==> src/rtl/posit_mult_pkg.sv <==
// Shared types and constants for the posit multiply stage.
// POSIT_MULT_RADIX4_EN selects two multiplier bits per iteration.
package posit_mult_pkg;

    typedef enum logic [1:0] {
        IDLE = 2'd0,
        BUSY = 2'd1,
        NORM = 2'd2,
        DONE = 2'd3
    } state_e;

    function automatic int scale_w(input int rs, input int es);
        return rs + es + 4;
    endfunction

`ifdef POSIT_MULT_RADIX4_EN
    localparam int RADIX_STEP = 2;
`else
    localparam int RADIX_STEP = 1;
`endif

endpackage

==> src/rtl/posit_mult_if.sv <==
// Operand/result handshake bundle for posit_mult_core.
// slave = core side, master = upstream/downstream environment side.
interface posit_mult_if #(
    parameter int N  = 8,
    parameter int ES = 3,
    parameter int RS = $clog2(N)
);
    localparam int SW = posit_mult_pkg::scale_w(RS, ES);

    logic                 in_valid;
    logic                 in_ready;
    logic                 a_sign;
    logic                 b_sign;
    logic signed [RS+1:0] a_k;
    logic signed [RS+1:0] b_k;
    logic [ES-1:0]        a_exp;
    logic [ES-1:0]        b_exp;
    logic [N-1:0]         a_mant;
    logic [N-1:0]         b_mant;
    logic                 a_inf;
    logic                 b_inf;
    logic                 a_zero;
    logic                 b_zero;

    logic                 out_valid;
    logic                 out_ready;
    logic                 out_sign;
    logic signed [SW-1:0] out_scale;
    logic [N-1:0]         out_mant;
    logic                 out_sticky;
    logic                 out_inf;
    logic                 out_zero;

    modport slave (
        input  in_valid, a_sign, b_sign, a_k, b_k, a_exp, b_exp,
               a_mant, b_mant, a_inf, b_inf, a_zero, b_zero, out_ready,
        output in_ready, out_valid, out_sign, out_scale, out_mant,
               out_sticky, out_inf, out_zero
    );

    modport master (
        output in_valid, a_sign, b_sign, a_k, b_k, a_exp, b_exp,
               a_mant, b_mant, a_inf, b_inf, a_zero, b_zero, out_ready,
        input  in_ready, out_valid, out_sign, out_scale, out_mant,
               out_sticky, out_inf, out_zero
    );

endinterface

==> src/rtl/posit_mant_mul_iter.sv <==
// Iterative shift-add mantissa multiplier producing a 2N-bit product.
// POSIT_MULT_RADIX4_EN retires two multiplier bits per cycle using a precomputed 3x multiplicand.
module posit_mant_mul_iter
    import posit_mult_pkg::*;
#(
    parameter int N = 8
) (
    input  logic           clk,
    input  logic           nrst,
    input  logic           start,
    input  logic [N-1:0]   a_mant,
    input  logic [N-1:0]   b_mant,
    output logic           done,
    output logic [2*N-1:0] product
);

    localparam int CW = $clog2(N);
    localparam logic [CW-1:0] CNT_INIT = CW'(N / RADIX_STEP - 1);

    logic [2*N-1:0] acc_q, acc_d;
    logic [2*N-1:0] mcand_q, mcand_d;
    logic [N-1:0]   mplier_q, mplier_d;
    logic [CW-1:0]  cnt_q, cnt_d;
    logic           busy_q, busy_d;
`ifdef POSIT_MULT_RADIX4_EN
    logic [2*N-1:0] mcand3_q, mcand3_d;
`endif

    always_comb begin
        acc_d    = acc_q;
        mcand_d  = mcand_q;
        mplier_d = mplier_q;
        cnt_d    = cnt_q;
        busy_d   = busy_q;
`ifdef POSIT_MULT_RADIX4_EN
        mcand3_d = mcand3_q;
`endif
        if (start) begin
            acc_d    = '0;
            mcand_d  = {{N{1'b0}}, a_mant};
            mplier_d = b_mant;
            cnt_d    = CNT_INIT;
            busy_d   = 1'b1;
`ifdef POSIT_MULT_RADIX4_EN
            mcand3_d = {{N{1'b0}}, a_mant} + {{(N-1){1'b0}}, a_mant, 1'b0};
`endif
        end else if (busy_q) begin
`ifdef POSIT_MULT_RADIX4_EN
            unique case (mplier_q[1:0])
                2'd1:    acc_d = acc_q + mcand_q;
                2'd2:    acc_d = acc_q + {mcand_q[2*N-2:0], 1'b0};
                2'd3:    acc_d = acc_q + mcand3_q;
                default: acc_d = acc_q;
            endcase
            mplier_d = mplier_q >> 2;
            mcand_d  = mcand_q << 2;
            mcand3_d = mcand3_q << 2;
`else
            if (mplier_q[0]) begin
                acc_d = acc_q + mcand_q;
            end
            mplier_d = mplier_q >> 1;
            mcand_d  = mcand_q << 1;
`endif
            if (cnt_q == '0) begin
                busy_d = 1'b0;
            end else begin
                cnt_d = cnt_q - 1'b1;
            end
        end
    end

    always_ff @(posedge clk or negedge nrst) begin
        if (!nrst) begin
            acc_q    <= '0;
            mcand_q  <= '0;
            mplier_q <= '0;
            cnt_q    <= '0;
            busy_q   <= 1'b0;
`ifdef POSIT_MULT_RADIX4_EN
            mcand3_q <= '0;
`endif
        end else begin
            acc_q    <= acc_d;
            mcand_q  <= mcand_d;
            mplier_q <= mplier_d;
            cnt_q    <= cnt_d;
            busy_q   <= busy_d;
`ifdef POSIT_MULT_RADIX4_EN
            mcand3_q <= mcand3_d;
`endif
        end
    end

    // done marks the final step; product is complete after this edge
    assign done    = busy_q && (cnt_q == '0);
    assign product = acc_q;

endmodule

==> src/rtl/posit_mult_core.sv <==
// Posit multiply stage: sign, combined scale and normalised mantissa with sticky.
// Iteration radix is set by POSIT_MULT_RADIX4_EN (see posit_mult_pkg).
module posit_mult_core
    import posit_mult_pkg::*;
#(
    parameter int N  = 8,
    parameter int ES = 3,
    parameter int RS = $clog2(N)
) (
    input  logic         clk,
    input  logic         nrst,
    posit_mult_if.slave  bus
);

    // state | meaning
    // IDLE  | ready for an operand pair
    // BUSY  | iterative mantissa multiply running
    // NORM  | normalise product, register results
    // DONE  | result presented until out_ready

    localparam int SW = scale_w(RS, ES);

    state_e               state_q, state_d;
    logic                 sign_q, sign_d;
    logic signed [SW-1:0] scale_q, scale_d;
    logic                 out_sign_q, out_sign_d;
    logic signed [SW-1:0] out_scale_q, out_scale_d;
    logic [N-1:0]         out_mant_q, out_mant_d;
    logic                 out_sticky_q, out_sticky_d;
    logic                 out_inf_q, out_inf_d;
    logic                 out_zero_q, out_zero_d;

    logic                 mul_start;
    logic                 mul_done;
    logic [2*N-1:0]       prod;
    logic signed [SW-1:0] a_sc, b_sc;
    logic                 any_inf, any_zero;

    posit_mant_mul_iter #(.N(N)) u_mul (
        .clk     (clk),
        .nrst    (nrst),
        .start   (mul_start),
        .a_mant  (bus.a_mant),
        .b_mant  (bus.b_mant),
        .done    (mul_done),
        .product (prod)
    );

    // scale = k * 2^ES + exp, k sign-extended before the shift
    assign a_sc = ({{(SW-RS-2){bus.a_k[RS+1]}}, bus.a_k} <<< ES) + {{(SW-ES){1'b0}}, bus.a_exp};
    assign b_sc = ({{(SW-RS-2){bus.b_k[RS+1]}}, bus.b_k} <<< ES) + {{(SW-ES){1'b0}}, bus.b_exp};
    assign any_inf  = bus.a_inf | bus.b_inf;
    assign any_zero = bus.a_zero | bus.b_zero;

    always_comb begin
        state_d      = state_q;
        sign_d       = sign_q;
        scale_d      = scale_q;
        out_sign_d   = out_sign_q;
        out_scale_d  = out_scale_q;
        out_mant_d   = out_mant_q;
        out_sticky_d = out_sticky_q;
        out_inf_d    = out_inf_q;
        out_zero_d   = out_zero_q;
        mul_start    = 1'b0;

        unique case (state_q)
            IDLE: begin
                if (bus.in_valid) begin
                    sign_d  = bus.a_sign ^ bus.b_sign;
                    scale_d = a_sc + b_sc;
                    if (any_inf || any_zero) begin
                        // inf dominates zero, so inf x 0 reports NaR
                        out_sign_d   = 1'b0;
                        out_scale_d  = '0;
                        out_mant_d   = '0;
                        out_sticky_d = 1'b0;
                        out_inf_d    = any_inf;
                        out_zero_d   = !any_inf;
                        state_d      = DONE;
                    end else begin
                        mul_start = 1'b1;
                        state_d   = BUSY;
                    end
                end
            end
            BUSY: begin
                if (mul_done) begin
                    state_d = NORM;
                end
            end
            NORM: begin
                out_sign_d = sign_q;
                out_inf_d  = 1'b0;
                out_zero_d = 1'b0;
                if (prod[2*N-1]) begin
                    out_mant_d   = prod[2*N-1:N];
                    out_sticky_d = |prod[N-1:0];
                    out_scale_d  = scale_q + SW'(1);
                end else begin
                    out_mant_d   = prod[2*N-2:N-1];
                    out_sticky_d = |prod[N-2:0];
                    out_scale_d  = scale_q;
                end
                state_d = DONE;
            end
            DONE: begin
                if (bus.out_ready) begin
                    state_d = IDLE;
                end
            end
            default: state_d = IDLE;
        endcase
    end

    always_ff @(posedge clk or negedge nrst) begin
        if (!nrst) begin
            state_q      <= IDLE;
            sign_q       <= 1'b0;
            scale_q      <= '0;
            out_sign_q   <= 1'b0;
            out_scale_q  <= '0;
            out_mant_q   <= '0;
            out_sticky_q <= 1'b0;
            out_inf_q    <= 1'b0;
            out_zero_q   <= 1'b0;
        end else begin
            state_q      <= state_d;
            sign_q       <= sign_d;
            scale_q      <= scale_d;
            out_sign_q   <= out_sign_d;
            out_scale_q  <= out_scale_d;
            out_mant_q   <= out_mant_d;
            out_sticky_q <= out_sticky_d;
            out_inf_q    <= out_inf_d;
            out_zero_q   <= out_zero_d;
        end
    end

    assign bus.in_ready   = (state_q == IDLE);
    assign bus.out_valid  = (state_q == DONE);
    assign bus.out_sign   = out_sign_q;
    assign bus.out_scale  = out_scale_q;
    assign bus.out_mant   = out_mant_q;
    assign bus.out_sticky = out_sticky_q;
    assign bus.out_inf    = out_inf_q;
    assign bus.out_zero   = out_zero_q;

endmodule

==> src/flat_wrapper.sv <==
// flat-port wrapper written by rule: the top's interface ports become plain ports
module posit_mult_core_flat import posit_mult_pkg::*;
#(
    parameter int N  = 8,
    parameter int ES = 3,
    parameter int RS = $clog2(N)
)
  (clk, nrst, bus_in_valid, bus_a_sign, bus_b_sign, bus_a_k, bus_b_k, bus_a_exp, bus_b_exp, bus_a_mant, bus_b_mant, bus_a_inf, bus_b_inf, bus_a_zero, bus_b_zero, bus_out_ready, bus_in_ready, bus_out_valid, bus_out_sign, bus_out_scale, bus_out_mant, bus_out_sticky, bus_out_inf, bus_out_zero);
  posit_mult_if #(.N(N), .ES(ES), .RS(RS)) bus_i ();
  input  logic clk;
  input  logic nrst;
  input wire logic [$bits(bus_i.in_valid)-1:0] bus_in_valid;
  input wire logic [$bits(bus_i.a_sign)-1:0] bus_a_sign;
  input wire logic [$bits(bus_i.b_sign)-1:0] bus_b_sign;
  input wire logic [$bits(bus_i.a_k)-1:0] bus_a_k;
  input wire logic [$bits(bus_i.b_k)-1:0] bus_b_k;
  input wire logic [$bits(bus_i.a_exp)-1:0] bus_a_exp;
  input wire logic [$bits(bus_i.b_exp)-1:0] bus_b_exp;
  input wire logic [$bits(bus_i.a_mant)-1:0] bus_a_mant;
  input wire logic [$bits(bus_i.b_mant)-1:0] bus_b_mant;
  input wire logic [$bits(bus_i.a_inf)-1:0] bus_a_inf;
  input wire logic [$bits(bus_i.b_inf)-1:0] bus_b_inf;
  input wire logic [$bits(bus_i.a_zero)-1:0] bus_a_zero;
  input wire logic [$bits(bus_i.b_zero)-1:0] bus_b_zero;
  input wire logic [$bits(bus_i.out_ready)-1:0] bus_out_ready;
  output wire logic [$bits(bus_i.in_ready)-1:0] bus_in_ready;
  output wire logic [$bits(bus_i.out_valid)-1:0] bus_out_valid;
  output wire logic [$bits(bus_i.out_sign)-1:0] bus_out_sign;
  output wire logic [$bits(bus_i.out_scale)-1:0] bus_out_scale;
  output wire logic [$bits(bus_i.out_mant)-1:0] bus_out_mant;
  output wire logic [$bits(bus_i.out_sticky)-1:0] bus_out_sticky;
  output wire logic [$bits(bus_i.out_inf)-1:0] bus_out_inf;
  output wire logic [$bits(bus_i.out_zero)-1:0] bus_out_zero;
  assign bus_i.in_valid = bus_in_valid;
  assign bus_i.a_sign = bus_a_sign;
  assign bus_i.b_sign = bus_b_sign;
  assign bus_i.a_k = bus_a_k;
  assign bus_i.b_k = bus_b_k;
  assign bus_i.a_exp = bus_a_exp;
  assign bus_i.b_exp = bus_b_exp;
  assign bus_i.a_mant = bus_a_mant;
  assign bus_i.b_mant = bus_b_mant;
  assign bus_i.a_inf = bus_a_inf;
  assign bus_i.b_inf = bus_b_inf;
  assign bus_i.a_zero = bus_a_zero;
  assign bus_i.b_zero = bus_b_zero;
  assign bus_i.out_ready = bus_out_ready;
  assign bus_in_ready = bus_i.in_ready;
  assign bus_out_valid = bus_i.out_valid;
  assign bus_out_sign = bus_i.out_sign;
  assign bus_out_scale = bus_i.out_scale;
  assign bus_out_mant = bus_i.out_mant;
  assign bus_out_sticky = bus_i.out_sticky;
  assign bus_out_inf = bus_i.out_inf;
  assign bus_out_zero = bus_i.out_zero;
  posit_mult_core #(.N(N), .ES(ES), .RS(RS)) u_core (.clk(clk), .nrst(nrst), .bus(bus_i));
endmodule
==> config.mk <==
export PLATFORM = sky130hd
export DESIGN_NAME = posit_mult_core_flat
export DESIGN_NICKNAME = d
export VERILOG_FILES = /design/src/rtl/posit_mult_pkg.sv /design/src/rtl/posit_mult_if.sv /design/src/rtl/posit_mant_mul_iter.sv /design/src/rtl/posit_mult_core.sv /design/src/flat_wrapper.sv
export SDC_FILE = /design/constraint.sdc
export NUM_CORES = 1
export LEC_CHECK = 0
export ABC_AREA = 1
export BUFFER_PORTS_ARGS = -buffer_cell sky130_fd_sc_hd__buf_2
export CAP_MARGIN = 20
export CORE_UTILIZATION = 45
export CTS_BUF_LIST = sky130_fd_sc_hd__clkbuf_4 sky130_fd_sc_hd__clkbuf_8
export DETAILED_ROUTE_END_ITERATION = 7
export PLACE_DENSITY = 0.7
export REMOVE_ABC_BUFFERS = 1
export SLEW_MARGIN = 25
export SYNTH_ARGS = -nofsm -noshare
export SYNTH_HDL_FRONTEND = slang
export SYNTH_HIERARCHICAL = 1
export SYNTH_SLANG_ARGS = --single-unit
==> constraint.sdc <==
create_clock -name clk -period 3.5 [get_ports clk]
set_input_delay 1.05 -clock clk [delete_from_list [all_inputs] [get_ports clk]]
set_output_delay 1.05 -clock clk [all_outputs]
set_load 0.02 [all_outputs]
-- Word-level counts from Yosys, hierarchy flattened
Index checks and enable logic that the tools add are counted.
- $add $sub $neg: 6
- eq/ne operators: 8
- muxes and demuxes: 40
- bitwise gates (word level): 3
- reductions and logical operators: 15
- operators with widths (operator ; number):
    $mux 16 ; 5
    $mux 8 ; 5
    $mux 10 ; 3
    $pmux 10 s2 ; 1
    $add 8x4->9 ; 2
    $add 16x16->16 ; 1
    $pmux 8 s2 ; 1
    $mux 1 ; 13
    $add 10x10->10 ; 1
    $add 10x2->10 const B ; 1
    $mux 3 ; 3
    $mux 2 ; 4
    $pmux 1 s2 ; 4
    $pmux 2 s4 ; 1
    $reduce_or 8->1 ; 1
    $reduce_or 7->1 ; 1
    $ne 2x1->1 const B ; 3
    $reduce_and 2->1 ; 3
    $reduce_and 3->1 ; 2
    $reduce_bool 2->1 ; 3
    $eq 2x2->1 const B ; 2
    $ne 2x2->1 const B ; 2
    $logic_not 3->1 ; 1
    $sub 3x1->3 const B ; 1
    7 further kinds ; 8
- flip-flop bits (word level): 79
- bits of input ports: 42
- output and inout port bits: 24
- word-level logic and storage cells: 86

-- Depth between registers and ports, before layout
Gate-level depths: netlist (run 1).
- depth in word-level cells: 7
- depth in mapped cells: 11
- depth with buffers taken out: 11

-- By module
Netlist (run 1), hierarchy kept.
- by module, submodules not included (module ; instances ; cells each ; area each (um^2) ; seq. area each (um^2)):
    posit_mant_mul_iter ; 1 ; 366 ; 2715.1 ; 1101.1
    posit_mult_core ; 1 ; 272 ; 2128.3 ; 875.8

-- Worst setup path before layout (run 1)
Ideal clock, no wire load.
- path kind: input -> register
- from: input bus_b_inf
- to: register u_core.u_mul.acc_q[7], in the netlist u_core/u_mul/product[7]
- setup time: 123 ps
- arrival: 2281 ps
- data required time: 3377 ps
- slack: 1096 ps
- cell stages on the path: 10
- path buffers: 2
- cells stage by stage: nor2_1 nand3_1 nor2_1 buf_6 inv_2 o21ai_2 inv_1 buf_2 nand2_1 nand2_1
- longest elaborated chain between the ends: 7
- elaborated cells between the ends (all ways): 9
- classes of those cells: mux: 4; bitwise: 1; reduce/logical: 4
- ends and longest elaborated chain (element ; RTL line ; source):
    start, declared ; flat_wrapper.sv:22 ; input wire logic [$bits(bus_i.b_inf)-1:0] bus_b_inf;
    $or 1x1->1 (*) ; posit_mult_core.sv:52 ; assign any_inf = bus.a_inf | bus.b_inf;
    $logic_or 1x1->1 (*) ; posit_mult_core.sv:72 ; if (any_inf || any_zero) begin
    $mux 1 (*) ; posit_mult_core.sv:72 ;
    $mux 1 (*) ; posit_mult_core.sv:69 ; if (bus.in_valid) begin
    $mux 1 (*) ; posit_mult_core.sv:67 ; unique case (state_q)
    via u_core.mul_start ; posit_mult_core.sv:33 ; logic mul_start;
    $reduce_bool 2->1 (no line) ; - ;
    $reduce_and 2->1 (no line) ; - ;
    end signal, assigned ; posit_mant_mul_iter.sv:75 ; acc_q <= '0;
    end signal, assigned ; posit_mant_mul_iter.sv:84 ; acc_q <= acc_d;
    end, declared ; posit_mant_mul_iter.sv:20 ; logic [2*N-1:0] acc_q, acc_d;
Mark *: on every way through the listed nets, which the timed path passes. The rest lies on a longest branch.
A chain may end at the register's enable or synchronous reset.

-- Final worst setup path (run 1)
- from: register u_core.state_q[0]
- to: register u_core.u_mul.mplier_q[4]
- longest elaborated chain between the ends: 3
- elaborated cells between the ends (all ways): 4
- classes of those cells: mux: 2; reduce/logical: 2
- ends and longest elaborated chain (element ; RTL line ; source):
    start, declared ; posit_mult_core.sv:23 ; state_e state_q, state_d;
    start signal, assigned ; posit_mult_core.sv:128 ; state_q <= state_d;
    $logic_not 2->1 (*) ; posit_mult_core.sv:67 ;
    $mux 1 (*) ; posit_mult_core.sv:67 ;
    via u_core.mul_start ; posit_mult_core.sv:33 ;
    $mux 8 / $reduce_bool 2->1 (equally long branches) ; - ;
    end signal, assigned ; posit_mant_mul_iter.sv:86 ; mplier_q <= mplier_d;
    end, declared ; posit_mant_mul_iter.sv:22 ; logic [N-1:0] mplier_q, mplier_d;
Marked as above.

==> results of run 1 <==
[per-layer routing]
layer  vias to the layer above  track usage [%]  part of all wire [%]
li1                       2158                -                     -
met1                      1950             26.5                    46
met2                        77             36.0                    49
met3                         5             4.33                   4.6
met4                         0             5.85                  0.73
met5                         -                0                     0
[power by group through the flow]
stage / clock, uW / combinational, uW / sequential, uW
detailed placement: 0 / 2060 / 1610
floorplan: 0 / 1480 / 1610
global placement: 0 / 2000 / 1600
finish: 710 / 2060 / 1600
global route: 761 / 2360 / 1650
CTS: 729 / 2070 / 1600
[worst max-delay path, cell delays in order (launching register included)]
cell	delay, ns
dfrtp_1	0.40
inv_1	0.10
ha_1	0.29
nand3_1	0.20
nor2_1	0.08
buf_4	0.22
nor2_1	0.67
inv_1	0.44
o221ai_1	0.32
[kinds of logic after synthesis]
family / after synthesis / synth area share, %
XOR/XNOR: 10 / 1.81
AND/OR/NAND/NOR: 308 / 26.5
buffers and inverters: 109 / 9.27
flip-flops: 79 / 40.8
adder cells (fa/ha/maj): 32 / 8.58
multiplexers: 2 / 0.413
AO/OA/AOI/OAI: 98 / 12.6
[how the worst max path moves through the flow]
stage / start / end / slack [ns] / cells after the start
2_1_floorplan: bus_b_inf / u_core/u_mul/mplier_q[1] / 0.33 / 7
5_1_grt: u_core/state_q[0] / u_core/u_mul/mplier_q[4] / 0.39 / 8
3_3_place_gp: bus_b_inf / u_core/u_mul/mplier_q[1] / 0.47 / 9
3_5_place_dp: bus_b_inf / u_core/u_mul/mplier_q[4] / 0.34 / 8
4_1_cts: bus_b_inf / u_core/u_mul/mplier_q[4] / 0.73 / 8
6_report: u_core/state_q[0] / u_core/u_mul/mplier_q[4] / 0.70 / 8
[layout make-up]
cell class	instances	share of cell area, %
timing repair buffer	66	6.20
sequential	79	36.1
clock buffer	12	2.91
clock inverter	4	0.984
inverter	94	6.45
tap	136	3.11
multi-input combinational	450	44.2
[flip-flops by register name, indices dropped and copies added, names as in the netlist, 2 cells and up]
name	count
u_core/bus.out_mant	8
u_core/bus.out_scale	10
u_core/scale_q	10
u_core/state_q	2
u_core/u_mul/cnt_q	3
u_core/u_mul/mcand_q	16
u_core/u_mul/mplier_q	8
u_core/u_mul/product	16
[placed cells by master, fill, tap and decap left out, drive strengths merged]
cell / count
a21o: 1
a21oi: 19
a22o: 2
a22oi: 3
a31oi: 1
and2: 1
buf: 66
bufinv: 1
clkbuf: 12
clkinv: 1
clkinvlp: 2
dfrtp: 79
fa: 2
ha: 30
inv: 94
mux2i: 2
nand2: 219
nand3: 40
nand3b: 1
nand4: 3
nor2: 37
nor3: 4
nor4: 1
o211ai: 4
o21ai: 53
o21bai: 1
o221ai: 5
o22ai: 7
o31ai: 2
or2: 2
xnor2: 3
xor2: 7
[stage by stage]
stage / util, % / power [uW] / instance area (sq um) / setup WS [ns]
2_1_floorplan: - / 3100 / 4750 / 0.332
3_3_place_gp: 50.7 / 3600 / 5250 / 0.469
3_5_place_dp: 50.7 / 3670 / 5250 / 0.344
4_1_cts: 52.7 / 4390 / 5470 / 0.730
5_1_grt: 52.7 / 4770 / 5470 / 0.387
6_report: 52.7 / 4370 / 5470 / 0.695
==> metrics.txt, run 1 <==
placed insts=825; Multi-input gate area=2420 sq um; Worst Hold Path EP=u_core/bus.out_scale[8]; Clock Path Buffers=2; ys async rst share=100%; Switching Share=45.2%; share of the synthesized area in the top cell type=40.8%; die area=11200 sq um; ys flop type=dfrtp_1; R2R cell count=8; post-CTS setup buffer count=0; CP endpoint kind=flip-flop; row count=37; Min Clock Period, post-route=2.80 ns; Power Internal=2390 uW; final net count=774; I/O pins=66; Sink Count=79; mean post-synth cell area=7.59 sq um; first-pass GRT wire length=18600 um; largest cells by area after synthesis=dfrtp_1 (41%), nand2_1 (17%), ha_1 (7.7%), inv_1 (7.0%), nand3_1 (4.1%); share of layout cells above drive strength 1=15.2%; outcome=finished, final reports clean; Post-CTS Resized=0; post-synthesis sequential area ratio=40.8%; RSZ-0062 raised after global routing=no; largest net degree at the start of global routing=80; Final period util=80.1%; grt ovf=0; Initial Utilization=46.7%; max_cap viols=0; area grow syn2layout=12.9%; Synth area leader=dfrtp_1; Hold Vio Cnt, Final=0; total CTS buffers=9; CTS tree=built; Max Slew Vio Count=0; Via-to-Cell Ratio=4.98; number of diodes=0; Die Y=106 um; switching power=1980 uW; GRT Util Overall=20.9%; DP Wirelength=8020 um; final WL=10700 um; Unique masters post-synth=38; Filler cells=1015; drt initial violations=191; clock power share=16.2%; Post-synth EDFFs=0; Lkg Pwr=0.00302 uW; die width=106 um; Layout Cells excl Fill=841; final setup violation count=0; RR Endpoint=u_core/u_mul/mplier_q[4]; CP Launch Type=flip-flop; clock insertion delay at the later pin of the skew report=0.36 ns; cts hold-fix bufs=0; vias=4190; placeable core area=10400 sq um; most common cell in the synthesized netlist=nand2_1; Antenna Violating Nets Remaining=0; hold path startpoint=u_core/bus.out_scale[8]; flip-flop and latch area=1980 sq um; synth cell count leaders=nand2_1 (218), inv_1 (90), dfrtp_1 (79), nand3_1 (40), o21ai_0 (33); critical path fanouts, max=21; Worst-Margin Slew=0.824 ns; synthesized flop and latch total=79; Flop pwr share=36.6%; PortBufs=65; arrival time worst endpoint=3.06 ns; root buffer cell=clkbuf_8; Hold Slack=0.480 ns; initial antenna violation count=0; Post-Syn Instances=638; max_slew headroom=44.9%; # DRC=0; Fmax=0.357 GHz; routed wire length per instance=12.7 um; Worst Path Required=3.76 ns; Fin Setup TNS=0 ns; Pre-antenna DRT Iters=4; H-tree depth=3; Final Wtd Congestion=0.850; RR Startpoint=u_core/state_q[0]; Worst-path clk slew=0.08 ns; crit path kind=flip-flop to flip-flop; Comb pwr share=47.2%; Yosys Warn Count=6; vias in the first global route=4142; pwr dens=799 nW/um^2; register-to-register setup slack=0.70 ns; Worst Hold Class=flip-flop to flip-flop; Worst VDD drop=0.000246 V; Mapped Area=4840 sq um; Worst Skew=0.0148 ns; hold path depth=2
Power figures use the tool's default switching activity.
==> inputs of run 2 (changes only) <==
- PLACE_DENSITY: 0.7 -> 0.72
- clock period: 3.5 -> 2.25 ns (I/O delays scaled with it)
==> run 2 against run 1 <==
Against the previous run:
- via count grew 2.1%
- critical endpoint is now bus_in_ready
- largest power group unchanged
- combinational power is 63% higher
- non-clock buffer count is 14 higher
- clock skew fell by 0.0035 ns
- flip-flop and latch count stayed put
==> metrics.txt, run 2 (synthesis gave the netlist of run 1 again) <==
placeable core area=10400 sq um; Pre-antenna DRT Iters=5; Final period util=90.3%; grt ovf=0; die area=11200 sq um; Hold Slack=0.246 ns; Worst VDD drop=0.000530 V; vias=4279; number of diodes=0; max_cap viols=0; arrival time worst endpoint=1.36 ns; clock insertion delay at the later pin of the skew report=0.37 ns; Min Clock Period, post-route=2.03 ns; placed insts=839; Antenna Violating Nets Remaining=0; Placement Setup Slack=-0.0305 ns; final net count=788; die width=106 um; critical path fanouts, max=6; final core utilization=54.7%; Clock Path Buffers=2; row count=37; Lkg Pwr=0.00314 uW; # DRC=0; Fmax=0.492 GHz; pwr dens=1280 nW/um^2; initial antenna violation count=0; GRT Util Overall=21.9%; final WL=11000 um; total CTS buffers=9; cts hold-fix bufs=0; leading cell type in the layout, fill and taps excluded=nand2_1; most frequent cells in the layout=nand2_1 (218), inv_1 (90), dfrtp_1 (79); outcome=finished, final reports clean; CTS tree=built; RSZ-0062 raised after global routing=no; Via-to-Cell Ratio=5.00; H-tree depth=3; share of layout cells above drive strength 1=17.0%; Worst-path clk slew=0.09 ns; CP endpoint kind=output port; CP Launch Type=flip-flop; PortBufs=65; crit path kind=flip-flop to output port; final setup violation count=0; DP Wirelength=8440 um; Worst Hold Class=primary input to async pin; first-pass GRT wire length=19300 um; Max Slew Vio Count=0; largest net degree at the start of global routing=34; Hold Vio Cnt, Final=0; I/O pins=66; vias in the first global route=4327; routed wire length per instance=12.8 um; Layout Cells excl Fill=855; worst setup margin=0.219 ns; Die Y=106 um; max_slew headroom=53.2%; drt initial violations=200; root buffer cell=clkbuf_8; Worst-Margin Slew=0.695 ns; area grow syn2layout=17.2%; Sink Count=79; Initial Utilization=46.7%; Worst Skew=0.0113 ns; Worst Path Required=1.57 ns; Final Wtd Congestion=0.936
[run 2: through the flow]
stage	power, uW	TNS (ns)	cell area, sq um
global route	7900	0	5680
detailed placement	5840	-0.0830	5400
global placement	5700	0	5400
finish	7250	0	5680
floorplan	4820	-19.38	4750
CTS	7290	0	5670
[run 2: worst paths after layout]
| kind | start | endpoint | slack [ns] | cells past startpoint |
|---|---|---|---|---|
| min in group clk | u_core/bus.out_scale[9] | u_core/bus.out_scale[9] | 0.48 | 2 |
| max reg2reg | u_core/state_q[0] | u_core/u_mul/product[4] | 0.24 | 11 |
| max in group asynchronous | nrst | u_core/bus.out_mant[5] | 1.37 | 2 |
| min | nrst | u_core/u_mul/product[0] | 0.25 | 1 |
| max | u_core/state_q[0] | bus_in_ready | 0.22 | 4 |
| min reg2reg | u_core/bus.out_scale[9] | u_core/bus.out_scale[9] | 0.48 | 2 |
[run 2: repair_timing]
| action | CTS | global route |
|---|---|---|
| endpoints found under the setup margin | 0 | 8 |
| resized for setup | 0 | 1 |
| setup buffers | 0 | 0 |
[run 2: power breakdown]
part / switching, uW / total (uW) / internal [uW] / leakage [uW]
sequential: 472 / 2470 / 2000 / 0.00103
clock: 521 / 1430 / 909 / 0.000136
combinational: 2110 / 3360 / 1240 / 0.00197
[run 2: final cells by class]
class                      instances  area [sq um]
clock inverter                     5           128
tap                              136           170
timing repair buffer              80           478
clock buffer                      11           151
multi-input combinational        450          2420
inverter                          94           353
fill                             979          4690
sequential                        79          1980
[run 2: per-layer routing]
metal	vias up	routed length, um	track usage [%]	part of all wire (%)
li1	2195	-	-	-
met1	1974	4880	25.8	44
met2	85	5410	38.7	49
met3	25	345	3.53	3.1
met4	0	337	10.8	3.1
met5	-	0	0	0
[run 2: critical path, cell delays in order (launching register included)]
cell and delay [ns]:
dfrtp_1 0.39, inv_1 0.09, ha_1 0.21, buf_4 0.15, buf_2 0.15
